<file path="config.mk">
export PLATFORM = sky130hd
export DESIGN_NAME = frame_strobe_gen_flat
export DESIGN_NICKNAME = d
export VERILOG_FILES = /design/src/rtl/frame_strobe_gen_pkg.sv /design/src/rtl/frame_strobe_gen_if.sv /design/src/rtl/frame_strobe_gen_cmd_decode.sv /design/src/rtl/frame_strobe_gen.sv /design/src/flat_wrapper.sv
export SDC_FILE = /design/constraint.sdc
export NUM_CORES = 1
export LEC_CHECK = 0
export BUFFER_PORTS_ARGS = -buffer_cell sky130_fd_sc_hd__buf_2
export CORE_MARGIN = 5
export CORE_UTILIZATION = 30
export CTS_CLUSTER_DIAMETER = 80
export DETAILED_ROUTE_END_ITERATION = 16
export PLACE_DENSITY = 0.54
export SLEW_MARGIN = 0
export SYNTH_ARGS = -nofsm -noshare
export SYNTH_HDL_FRONTEND = slang
export SYNTH_SLANG_ARGS = --single-unit
</file>
<file path="constraint.sdc">
create_clock -name CLK -period 2.05 [get_ports CLK]
set_input_delay 0.205 -clock CLK [delete_from_list [all_inputs] [get_ports CLK]]
set_output_delay 0.205 -clock CLK [all_outputs]
set_load 0.01 [all_outputs]
</file>
<file path="src/rtl/frame_strobe_gen_pkg.sv">
// ---------------------------------------------------------------------------
// frame_cfg_pkg : shared types, command field layout and helpers for frame_strobe_gen
// Revision 1.0 : initial release
// ---------------------------------------------------------------------------
`default_nettype none

package frame_cfg_pkg;

  typedef enum logic [1:0] {
    ST_UNSYNC     = 2'd0,
    ST_SYNC       = 2'd1,
    ST_STROBE     = 2'd2,
    ST_SETUP_HOLD = 2'd3
  } state_t;

  localparam int c_COL_MSB   = 31;
  localparam int c_COL_LSB   = 27;
  localparam int c_FRAME_MSB = 26;
  localparam int c_FRAME_LSB = 20;

  localparam logic [31:0] c_SYNC_WORD_DEFAULT   = 32'hFAB0_FAB1;
  localparam logic [31:0] c_DESYNC_WORD_DEFAULT = 32'hFAB0_FAB0;

  // One bit of a one-hot frame vector: true when the frame index selects position pos.
  function automatic logic frame_hit(input logic [6:0] frame, input int unsigned pos);
    return {25'd0, frame} == pos;
  endfunction

endpackage

`default_nettype wire

</file>
<file path="src/rtl/frame_strobe_gen_if.sv">
// ---------------------------------------------------------------------------
// frame_strobe_gen_if : command word input and frame-strobe output bundle
// Revision 1.0 : initial release
// ---------------------------------------------------------------------------
`default_nettype none

interface frame_strobe_gen_if #(
  parameter int MaxFramesPerCol  = 20,
  parameter int FrameSelectWidth = 5
);
  logic [31:0]                 WriteData;
  logic                        WriteStrobe;
  logic                        Ready;
  logic [FrameSelectWidth-1:0] FrameSelect;
  logic [MaxFramesPerCol-1:0]  FrameStrobe_O;
  logic                        FrameStrobe;
  logic                        Synced;
  logic                        AddrError;

  modport master (
    output WriteData, WriteStrobe,
    input  Ready, FrameSelect, FrameStrobe_O, FrameStrobe, Synced, AddrError
  );

  modport slave (
    input  WriteData, WriteStrobe,
    output Ready, FrameSelect, FrameStrobe_O, FrameStrobe, Synced, AddrError
  );
endinterface

`default_nettype wire

</file>
<file path="src/rtl/frame_strobe_gen_cmd_decode.sv">
// ---------------------------------------------------------------------------
// frame_cmd_decode : combinational field extraction and address range check
// Revision 1.0 : initial release
// ---------------------------------------------------------------------------
`default_nettype none

module frame_cmd_decode
  import frame_cfg_pkg::*;
#(
  parameter int          MaxFramesPerCol  = 20,
  parameter int          FrameSelectWidth = 5,
  parameter int          NumCols          = 14,
  parameter logic [31:0] SyncWord         = c_SYNC_WORD_DEFAULT,
  parameter logic [31:0] DesyncWord       = c_DESYNC_WORD_DEFAULT
) (
  input  wire logic [31:0]                 i_word,
  output logic                             o_is_sync,
  output logic                             o_is_desync,
  output logic                             o_valid,
  output logic                             o_error,
  output logic [FrameSelectWidth-1:0]      o_column,
  output logic [MaxFramesPerCol-1:0]       o_onehot
);

  logic [4:0] w_col_field;
  logic [6:0] w_frame_field;

  assign w_col_field   = i_word[c_COL_MSB:c_COL_LSB];
  assign w_frame_field = i_word[c_FRAME_MSB:c_FRAME_LSB];

  assign o_is_sync   = (i_word == SyncWord);
  assign o_is_desync = (i_word == DesyncWord);

  // Range check uses the full field width, so no index ever wraps into range.
  assign o_valid = ({27'd0, w_col_field} < NumCols) &&
                   ({25'd0, w_frame_field} < MaxFramesPerCol);
  assign o_error = ~o_valid;

  generate
    if (FrameSelectWidth < 5) begin : g_col_trunc
      assign o_column = w_col_field[FrameSelectWidth-1:0];
    end else if (FrameSelectWidth == 5) begin : g_col_same
      assign o_column = w_col_field;
    end else begin : g_col_ext
      assign o_column = {{(FrameSelectWidth-5){1'b0}}, w_col_field};
    end
  endgenerate

  generate
    for (genvar i = 0; i < MaxFramesPerCol; i++) begin : g_onehot
      assign o_onehot[i] = frame_hit(w_frame_field, i);
    end
  endgenerate

endmodule

`default_nettype wire

</file>
<file path="src/rtl/frame_strobe_gen.sv">
// ---------------------------------------------------------------------------
// frame_strobe_gen : sync-framed command decoder emitting one frame strobe per valid word
// Optional macro FRAME_STROBE_GUARD_EN adds setup/hold guard cycles. Revision 1.0
// ---------------------------------------------------------------------------
`default_nettype none

module frame_strobe_gen
  import frame_cfg_pkg::*;
#(
  parameter int          MaxFramesPerCol  = 20,
  parameter int          FrameSelectWidth = 5,
  parameter int          NumCols          = 14,
  parameter logic [31:0] SyncWord         = c_SYNC_WORD_DEFAULT,
  parameter logic [31:0] DesyncWord       = c_DESYNC_WORD_DEFAULT
) (
  input wire logic          CLK,
  input wire logic          Reset,
  frame_strobe_gen_if.slave bus
);

  state_t                      r_state;
  logic                        r_ready;
  logic [FrameSelectWidth-1:0] r_fsel;
  logic [MaxFramesPerCol-1:0]  r_fso;
  logic                        r_strobe;
  logic                        r_synced;
  logic                        r_err;
`ifdef FRAME_STROBE_GUARD_EN
  logic                        r_hold_phase;
`endif

  logic                        w_accept;
  logic                        w_is_sync;
  logic                        w_is_desync;
  logic                        w_valid;
  logic                        w_error;
  logic [FrameSelectWidth-1:0] w_column;
  logic [MaxFramesPerCol-1:0]  w_onehot;

  frame_cmd_decode #(
    .MaxFramesPerCol  (MaxFramesPerCol),
    .FrameSelectWidth (FrameSelectWidth),
    .NumCols          (NumCols),
    .SyncWord         (SyncWord),
    .DesyncWord       (DesyncWord)
  ) u_decode (
    .i_word      (bus.WriteData),
    .o_is_sync   (w_is_sync),
    .o_is_desync (w_is_desync),
    .o_valid     (w_valid),
    .o_error     (w_error),
    .o_column    (w_column),
    .o_onehot    (w_onehot)
  );

  assign w_accept = bus.WriteStrobe & r_ready;

  always_ff @(posedge CLK) begin
    if (Reset) begin
      r_state      <= ST_UNSYNC;
      r_ready      <= 1'b1;
      r_fsel       <= '0;
      r_fso        <= '0;
      r_strobe     <= 1'b0;
      r_synced     <= 1'b0;
      r_err        <= 1'b0;
`ifdef FRAME_STROBE_GUARD_EN
      r_hold_phase <= 1'b0;
`endif
    end else begin
      case (r_state)
        ST_UNSYNC: begin
          if (w_accept && w_is_sync) begin
            r_state  <= ST_SYNC;
            r_synced <= 1'b1;
            r_err    <= 1'b0;
          end
        end

        ST_SYNC: begin
          if (w_accept) begin
            if (w_is_desync) begin
              r_state  <= ST_UNSYNC;
              r_synced <= 1'b0;
            end else if (w_is_sync) begin
              r_err <= 1'b0;
            end else if (w_valid) begin
              r_fsel  <= w_column;
              r_fso   <= w_onehot;
              r_ready <= 1'b0;
`ifdef FRAME_STROBE_GUARD_EN
              // Address goes out first; the strobe follows in the next cycle.
              r_state      <= ST_SETUP_HOLD;
              r_hold_phase <= 1'b0;
`else
              r_strobe <= 1'b1;
              r_state  <= ST_STROBE;
`endif
            end else if (w_error) begin
              r_err <= 1'b1;
            end
          end
        end

        ST_STROBE: begin
          r_strobe <= 1'b0;
`ifdef FRAME_STROBE_GUARD_EN
          r_state      <= ST_SETUP_HOLD;
          r_hold_phase <= 1'b1;
`else
          r_fso   <= '0;
          r_ready <= 1'b1;
          r_state <= ST_SYNC;
`endif
        end

`ifdef FRAME_STROBE_GUARD_EN
        ST_SETUP_HOLD: begin
          if (!r_hold_phase) begin
            r_strobe <= 1'b1;
            r_state  <= ST_STROBE;
          end else begin
            r_fso        <= '0;
            r_ready      <= 1'b1;
            r_hold_phase <= 1'b0;
            r_state      <= ST_SYNC;
          end
        end
`endif

        default: r_state <= ST_UNSYNC;
      endcase
    end
  end

  assign bus.Ready         = r_ready;
  assign bus.FrameSelect   = r_fsel;
  assign bus.FrameStrobe_O = r_fso;
  assign bus.FrameStrobe   = r_strobe;
  assign bus.Synced        = r_synced;
  assign bus.AddrError     = r_err;

endmodule

`default_nettype wire

</file>
<file path="src/flat_wrapper.sv">
// flat-port wrapper written by rule: the top's interface ports become plain ports
module frame_strobe_gen_flat import frame_cfg_pkg::*;
#(
  parameter int          MaxFramesPerCol  = 20,
  parameter int          FrameSelectWidth = 5,
  parameter int          NumCols          = 14,
  parameter logic [31:0] SyncWord         = c_SYNC_WORD_DEFAULT,
  parameter logic [31:0] DesyncWord       = c_DESYNC_WORD_DEFAULT
)
  (CLK, Reset, bus_WriteData, bus_WriteStrobe, bus_Ready, bus_FrameSelect, bus_FrameStrobe_O, bus_FrameStrobe, bus_Synced, bus_AddrError);
  frame_strobe_gen_if #(.MaxFramesPerCol(MaxFramesPerCol), .FrameSelectWidth(FrameSelectWidth)) bus_i ();
  input wire logic CLK;
  input wire logic Reset;
  input wire logic [$bits(bus_i.WriteData)-1:0] bus_WriteData;
  input wire logic [$bits(bus_i.WriteStrobe)-1:0] bus_WriteStrobe;
  output wire logic [$bits(bus_i.Ready)-1:0] bus_Ready;
  output wire logic [$bits(bus_i.FrameSelect)-1:0] bus_FrameSelect;
  output wire logic [$bits(bus_i.FrameStrobe_O)-1:0] bus_FrameStrobe_O;
  output wire logic [$bits(bus_i.FrameStrobe)-1:0] bus_FrameStrobe;
  output wire logic [$bits(bus_i.Synced)-1:0] bus_Synced;
  output wire logic [$bits(bus_i.AddrError)-1:0] bus_AddrError;
  assign bus_i.WriteData = bus_WriteData;
  assign bus_i.WriteStrobe = bus_WriteStrobe;
  assign bus_Ready = bus_i.Ready;
  assign bus_FrameSelect = bus_i.FrameSelect;
  assign bus_FrameStrobe_O = bus_i.FrameStrobe_O;
  assign bus_FrameStrobe = bus_i.FrameStrobe;
  assign bus_Synced = bus_i.Synced;
  assign bus_AddrError = bus_i.AddrError;
  frame_strobe_gen #(.MaxFramesPerCol(MaxFramesPerCol), .FrameSelectWidth(FrameSelectWidth), .NumCols(NumCols), .SyncWord(SyncWord), .DesyncWord(DesyncWord)) u_core (.CLK(CLK), .Reset(Reset), .bus(bus_i));
endmodule
</file>
Word-level counts from Yosys, hierarchy flattened
Cells that the tools add are included.
- magnitude comparators: 2
- eq/ne operators: 32
- muxes and demuxes: 31
- bitwise operators: 3
- reductions and logical operators: 11
- operators with widths (operator ; number):
    $mux W20 ; 4
    $eq A32 B32 Y1 const B ; 2
    $eq A7 B4 Y1 const B ; 8
    $pmux W20 S2 ; 1
    $eq A7 B3 Y1 const B ; 4
    $eq A7 B5 Y1 const B ; 4
    $mux W1 ; 16
    $reduce_and A5 Y1 ; 3
    $eq A7 B2 Y1 const B ; 2
    $mux W2 ; 5
    $ne A2 B2 Y1 const B ; 4
    $pmux W1 S2 ; 4
    $reduce_and A4 Y1 ; 2
    $eq A7 B1 Y1 const B ; 1
    $logic_not A7 Y1 ; 1
    $lt A7 B5 Y1 const B ; 1
    $ne A3 B3 Y1 const B ; 2
    $pmux W2 S3 ; 1
    $lt A5 B4 Y1 const B ; 1
    $ne A2 B1 Y1 const B ; 2
    $reduce_bool A2 Y1 ; 2
    $ne A3 B2 Y1 const B ; 1
    $eq A2 B1 Y1 const B ; 1
    $eq A2 B2 Y1 const B ; 1
    other kinds (4) ; 6
- register bits after elaboration: 31
- output and inout port bits: 29
- logic and storage cells: 86

Longest topological paths before layout
Gate-level depths: netlist of run 1.
- word-level depth: 7
- gate-level depth with buffers: 6

Hierarchy
From an unflattened synthesis of run 1, not the netlist that was laid out.
- cell total of the unflattened synthesis: 183
- area, all modules: 1622.8 µm²
- modules (own cells, without submodules) (module ; times used ; cells each ; area an instance (µm²)):
    frame_strobe_gen ; 1 ; 129 ; 1321.3
    frame_cmd_decode ; 1 ; 54 ; 301.5

Least setup slack after synthesis of run 1
No wires, ideal clock.
- path type: input to register
- start: input port bus_WriteData[17]
- end: register u_core.r_state[0]
- library setup time: 79 ps
- data arrival time: 1946 ps
- required time: 1971 ps
- path slack: 25 ps
- cell stages on the path: 5
- buffers on the path: 0
- cell sequence: or4_1 > or4_4 > nor4_4 > a221oi_2 > a211oi_2
- word-level cells in the longest chain between the ends: 4
- elaborated cells between the ends (all ways): 10
- RTL lines (what ; RTL line ; text):
    from (decl) ; flat_wrapper.sv:14 ; input wire logic [$bits(bus_i.WriteData)-1:0] bus_WriteData;
    $eq A32 B32 Y1, on equally long branches ; frame_strobe_gen_cmd_decode.sv:32, frame_strobe_gen_cmd_decode.sv:31 ;
    $mux W2 / $logic_and A1 B1 Y1 (equally long branches) ; frame_strobe_gen.sv:82, frame_strobe_gen.sv:73 ;
    $mux W2 / $ne A2 B1 Y1 (equally long branches) ; -- ;
    $pmux W2 S3 / $reduce_and A4 Y1 (equally long branches) ; -- ;
    to (signal assigned) ; frame_strobe_gen.sv:74 ; r_state <= ST_SYNC;
    to (signal assigned) ; frame_strobe_gen.sv:83 ; r_state <= ST_UNSYNC;
    to (signal assigned) ; frame_strobe_gen.sv:97 ; r_state <= ST_STROBE;
    to (decl) ; frame_strobe_gen.sv:21 ; state_t r_state;
Several ways; a longest one is shown, not always the timed one. The select of a mux whose other input is x is not followed.
A chain may end at the register's enable or synchronous reset.

Worst setup path in the final report of run 1
- start: input port bus_WriteData[17]
- end: register u_core.r_err (netlist: u_core.bus.AddrError)
- word-level cells in the longest chain between the ends: 5
- elaborated cells between the ends (all ways): 11
- RTL lines (what ; RTL line ; text):
    $eq A32 B32 Y1 ; frame_strobe_gen_cmd_decode.sv:31 ; assign o_is_sync = (i_word == SyncWord);
    $mux W1 ; frame_strobe_gen.sv:85 ; end else if (w_is_sync) begin
    $mux W1 ; frame_strobe_gen.sv:82 ; if (w_is_desync) begin
    $mux W1 ; frame_strobe_gen.sv:81 ; if (w_accept) begin
    $pmux W1 S2 ; frame_strobe_gen.sv:71 ; case (r_state)
    to (signal assigned) ; frame_strobe_gen.sv:66 ; r_err <= 1'b0;
    to (signal assigned) ; frame_strobe_gen.sv:76 ; r_err <= 1'b0;
    to (signal assigned) ; frame_strobe_gen.sv:86 ; r_err <= 1'b0;
    to (decl) ; frame_strobe_gen.sv:27 ; logic r_err;
Several ways; a longest one is shown, not always the timed one. The select of a mux whose other input is x is not followed.

==> impl_metrics.yaml, run 1 <==
run_status:
  status: "complete, no violations"
logic_synthesis:
  synth_top_area_share_pct: 47.56
  synthesis.area_um2: 1305
  synth-main-ff-cell: "dfxtp_1"
  synth_seq_cells: 31
  synth_top_cell_by_area: "dfxtp_1"
  yosysSeqAreaShare_pct: 47.56
  synth_warnings: 0
  synth_most_common_cell: "dfxtp_1"
  syn_inst: 145
  synth_nets: 180
  ys_types: 30
  synth_edf_count: 0
  syn_area_per_cell_um2: 9.000
  synth_async_sr_flop_share_pct: 0
  ys_top_cells_by_count: "dfxtp_1 (31), nand3_1 (17), a21oi_1 (14)"
  synth_area_leaders: "dfxtp_1 (48%), nand3_1 (6.5%), a21oi_1 (5.4%)"
timing:
  setup_viol: 0
  period_needed_ns: 1.837
  fmax_mhz: 544.4
  fin_skew_ns: 0.005286
  hold_slack_ns: 0.1790
  slew_headroom_pct: 67.83
  worst_pin_slew_ns: 0.4788
  finalMaxSlewViolations: 0
  fin_setup_tns_ns: 0
  rsz0062_at_grt: "no"
  fin_ws_ns: 0.2130
  final.period_utilization_pct: 89.61
  hold_viol: 0
clocking:
  cts_sinks: 31
  postCtsSetupRepairBufs: 0
  h-tree-depth: 2
  cts.repair.resized: 0
  postCtsHoldBufs: 0
  insertion_delay_ns: 0.28
  cts_tree: "yes"
  clock_path_buffers: 2
  cts_buffers: 5
  clock-root-buffer: "clkbuf_8"
  path_clk_slew_ns: 0.07
routing:
  vias: 1352
  drt-initial-drc-count: 48
  first_pass_iters: 4
  wl_met3_um: 175
  route.detailed.drc: 0
  postRouteAntennaNets: 0
  wl_met2_um: 1866
  routed.top_layer: "met4"
  drt_wl_total_um: 3741
  routed_via_density: 5.007
  met1_length_um: 1656
  routedWlPerCell_um: 13.86
setup_path:
  crit_path_start_kind: "primary input"
  cp-end-kind: "flop"
  critical_path_class: "primary input to flop"
  worst_ep_required_time_ns: 2.25
  path_max_fanout: 4
  arrival_ns: 2.03
global_routing:
  grt_max_degree: 20
  grt-ovfl-total: 0
  grt.total_usage_pct: 13.34
  grt_pass1_wl_um: 6285
  grt_pass1_vias: 1327
  antenna_found_initial: 0
cells_and_area:
  nNetsFinal: 252
  instances_no_fill: 270
  n_antenna_cell: 0
  fin_area_um2: 1800
  layout-drive-gt1-share_pct: 37.61
  utilization_pct: 41.93
  n_fill_cell: 458
  syn2layout_area_growth_pct: 37.97
power:
  p_total_mw: 1.156
  leakagePower_nw: 0.8037
  ir_drop_uv: 292.1
  powerDensity_nw_per_um2: 642.1
floorplan:
  start_util_pct: 30.39
  num_rows: 24
  die_y_um: 75.96
  coreArea_um2: 4294
  die_area_um2: 5769
  die_x_um: 75.96
  ios: 64
place:
  place_ws_ns: -0.08933
  finalWeightedCongestion: 0.7224
  dp_cells: 262
  portBuffers: 63
  dp_hpwl_um: 2855
  placed_area_um2: 1719
worst_hold_path:
  hp-class: "primary input to flop"
job:
  drv_cap: 0
-- cell families after synthesis --
family / Yosys count / synth area share [%]
AO/OA/AOI/OAI: 35 / 19.75
AND/OR/NAND/NOR: 68 / 29.53
flip-flops: 31 / 47.56
buffers and inverters: 11 / 3.164
-- layer usage --
metal | vias to the layer above | GRT usage (%)
met4 | 0 | 4.804
met1 | 628 | 16.34
met3 | 4 | 4.028
li1 | 691 | -
met5 | - | 0
met2 | 29 | 21.92
-- worst max-delay path: stages --
cell and delay (ns):
buf_2 0.09, or4_1 0.52, or4_4 0.54, nor4_4 0.36, buf_4 0.19, a22oi_1 0.06, o31ai_1 0.07
-- worst paths after layout --
kind | cells past startpoint | slack (ns) | start | to
setup / recovery | 7 | 0.21 | bus_WriteData[17] | u_core.bus.AddrError
hold / removal | 3 | 0.18 | bus_WriteData[28] | u_core.bus.FrameSelect[1]
setup reg to reg | 6 | 0.40 | u_core.bus.Ready | u_core.bus.FrameStrobe_O[8]
hold reg to reg | 2 | 0.45 | u_core.bus.FrameSelect[3] | u_core.bus.FrameSelect[3]
-- flip-flops by register name (all words and copies together), names as in the netlist --
name,count
u_core.bus.FrameSelect,5
u_core.bus.AddrError,1
u_core.bus.Ready,1
u_core.r_state,2
u_core.bus.Synced,1
u_core.bus.FrameStrobe,1
u_core.bus.FrameStrobe_O,20
-- cells in the final DEF, fill, tap and decap left out, types with 2 or more instances in the layout --
master,count
a32o_1,6
clkbuf_8,5
clkbuf_1,2
o311ai_0,2
nand4b_1,2
inv_1,6
or2_2,2
o21ai_0,3
nor4_1,3
a22o_1,6
dfxtp_1,31
buf_4,7
a21oi_1,14
nand2_1,13
nand3_1,17
nor3_1,5
nand4_1,5
nor2b_1,5
buf_2,63
nor2_1,7
-- final cells by class --
cell class                 count  area (um^2)  area share [%]
multi-input combinational    103        643.1           35.72
sequential                    31        620.6           34.47
timing repair buffer          70        367.9           20.43
clock buffer                   7        76.32           4.239
tap                           52        65.06           3.614
inverter                       6        22.52           1.251
clock inverter                 1        5.005          0.2780
-- report_power, final --
| part | switching, mW | internal, mW | leakage, nW | total (mW) |
|---|---|---|---|---|
| sequential | 0.00239 | 0.606 | 0.250 | 0.608 |
| clock | 0.220 | 0.238 | 0.0422 | 0.458 |
| combinational | 0.0514 | 0.0390 | 0.512 | 0.0903 |
Note: power is estimated with default switching activity, not from simulation.
==> inputs of run 2 (changes only) <==
--- a/config.mk
+++ b/config.mk
@@ -10,7 +10,8 @@
 export CORE_UTILIZATION = 30
 export CTS_CLUSTER_DIAMETER = 80
 export DETAILED_ROUTE_END_ITERATION = 16
-export PLACE_DENSITY = 0.54
+export PLACE_DENSITY = 0.65
+export REMOVE_ABC_BUFFERS = 1
 export SLEW_MARGIN = 0
 export SYNTH_ARGS = -nofsm -noshare
 export SYNTH_HDL_FRONTEND = slang
==> impl_metrics.yaml, run 2 (synthesis results as in run 1) <==
cells_and_area:
  seq_area_um2: 620.6
  nNetsFinal: 252
  n_antenna_cell: 0
  final_common_cell: "buf_2"
  utilization_pct: 42.07
  final_cell_mix: "buf_2 (63), dfxtp_1 (31), nand3_1 (17), a21oi_1 (14), nand2_1 (13)"
  largest_reg_flops: 20
  layout-drive-gt1-share_pct: 38.25
  syn2layout_area_growth_pct: 38.45
  instances_no_fill: 269
  multi_input_area_um2: 643.1
  n_fill_cell: 461
floorplan:
  num_rows: 24
  ios: 64
  die_x_um: 75.96
  die_y_um: 75.96
  coreArea_um2: 4294
  start_util_pct: 30.39
  die_area_um2: 5769
setup_path:
  worst_ep_required_time_ns: 2.19
  reg2reg_from: "u_core.r_state[1]"
  rr_worst_depth: 6
  ff2ff_setup_slack_ns: 0.34
  cp_cell_sequence: "buf_2 > or4_1 > or4_4 > nor4_4 > buf_4 > o311ai_0"
  cpMaxStageDelayCell: "or4_4"
  critical_path_class: "primary input to flop"
  crit_start: "bus_WriteData[17]"
  cp_top_family: "simple AND/OR/NAND/NOR gates"
  path_max_fanout: 5
  path_depth: 6
  worstReg2RegEnd: "u_core.bus.FrameStrobe_O[13]"
  cp-end-kind: "flop"
  path_buf_inv: 2
  crit_path_start_kind: "primary input"
  arrival_ns: 1.96
  crit_end: "u_core.bus.Synced"
  slowest_delay_ns: 0.54
power:
  leakagePower_nw: 0.8085
  p_sw_uw: 272.1
  combPwrFrac_pct: 7.6
  seqPwrFrac_pct: 51.5
  ir_drop_uv: 323.1
  powerDensity_nw_per_um2: 652.9
  p_sw_share_pct: 23.06
  power.share.clock_pct: 40.8
  p_int_uw: 907.5
routing:
  drt-initial-drc-count: 38
  first_pass_iters: 4
  routedWlPerCell_um: 14.18
  vias: 1368
  route.detailed.drc: 0
  postRouteAntennaNets: 0
  drt_wl_total_um: 3815
  routed_via_density: 5.086
timing:
  fin_setup_tns_ns: 0
  rsz0062_at_grt: "no"
  setup_viol: 0
  fin_skew_ns: 0.005691
  final.period_utilization_pct: 88.55
  period_needed_ns: 1.815
  hold_slack_ns: 0.1656
  fmax_mhz: 550.9
  hold_viol: 0
  finalMaxSlewViolations: 0
  worst_pin_slew_ns: 0.4662
  slew_headroom_pct: 68.68
clocking:
  postCtsSetupRepairBufs: 0
  cts_sinks: 31
  insertion_delay_ns: 0.28
  h-tree-depth: 2
  clock_path_buffers: 2
  postCtsHoldBufs: 0
  cts_buffers: 5
  cts_tree: "yes"
  path_clk_slew_ns: 0.07
  clock-root-buffer: "clkbuf_8"
  cts.repair.resized: 0
place:
  finalWeightedCongestion: 0.7504
  dp_cells: 262
  dp_hpwl_um: 2928
  portBuffers: 63
global_routing:
  grt_max_degree: 20
  grt-ovfl-total: 0
  grt.total_usage_pct: 13.32
  grt_pass1_vias: 1419
  antenna_found_initial: 0
  grt_pass1_wl_um: 6396
job:
  drv_cap: 0
worst_hold_path:
  hp-class: "primary input to flop"
  min_from: "bus_WriteData[30]"
run_status:
  status: "complete, no violations"
run 2: changes by cell type in the layout (fill, tap and decap cells not counted), sizes merged:
| cell | before | now |
|---|---|---|
| clkbuf | 7 | 6 |
run 2: final cells by class:
| cell class | count | share of cell area, % |
|---|---|---|
| multi-input cells | 103 | 35.60 |
| inverters | 6 | 1.247 |
| clock inverters | 1 | 0.2770 |
| clock buffers | 6 | 4.571 |
| flip-flops and latches | 31 | 34.35 |
| repair buffers | 70 | 20.36 |
| well taps | 52 | 3.601 |
run 2: worst min-delay path by stage:
stage / end / slack [ns] / cells past startpoint
6_report: u_core.bus.FrameSelect[3] / 0.17 / 3
5_1_grt: u_core.bus.FrameSelect[2] / 0.18 / 3
4_1_cts: u_core.bus.FrameSelect[2] / 0.16 / 3
3_5_place_dp: u_core.bus.FrameSelect[2] / 0.44 / 2
3_3_place_gp: u_core.bus.FrameStrobe / 0.44 / 2
2_1_floorplan: u_core.r_state[0] / 0.27 / 1
run 2: tightest hold or removal path, delay by kind of cell:
| family | cells | cell delay [ns] |
|---|---|---|
| and+or+nand+nor | 1 | 0.05 |
| AOI/OAI and AO/OA | 1 | 0.05 |
| buffers and inverters | 1 | 0.10 |
run 2: routing by layer:
| metal | track usage, % | routed length [um] | vias to the layer above |
|---|---|---|---|
| li1 | - | - | 691 |
| met1 | 14.76 | 1609 | 632 |
| met2 | 22.86 | 1922 | 38 |
| met3 | 4.502 | 217 | 7 |
| met4 | 5.872 | 66 | 0 |
| met5 | 0 | 0 | - |
run 2: per-stage QoR:
stage | total power, mW | setup slack [ns] | instance area [um^2]
after global routing | 1.233 | 0.1661 | 1807
after global placement | 0.7108 | -0.06175 | 1719
after floorplan | 0.6503 | -0.2018 | 1286
final | 1.180 | 0.2347 | 1807
after detailed placement | 0.7115 | -0.07184 | 1719
after CTS | 1.195 | 0.2289 | 1807
run 2: power by group through the flow:
stage / sequential [mW] / clock, mW / combinational [mW]
2_1_floorplan: 0.623 / 0 / 0.0276
3_3_place_gp: 0.621 / 0 / 0.0896
3_5_place_dp: 0.621 / 0 / 0.0902
4_1_cts: 0.608 / 0.497 / 0.0906
5_1_grt: 0.608 / 0.525 / 0.100
6_report: 0.608 / 0.482 / 0.0901
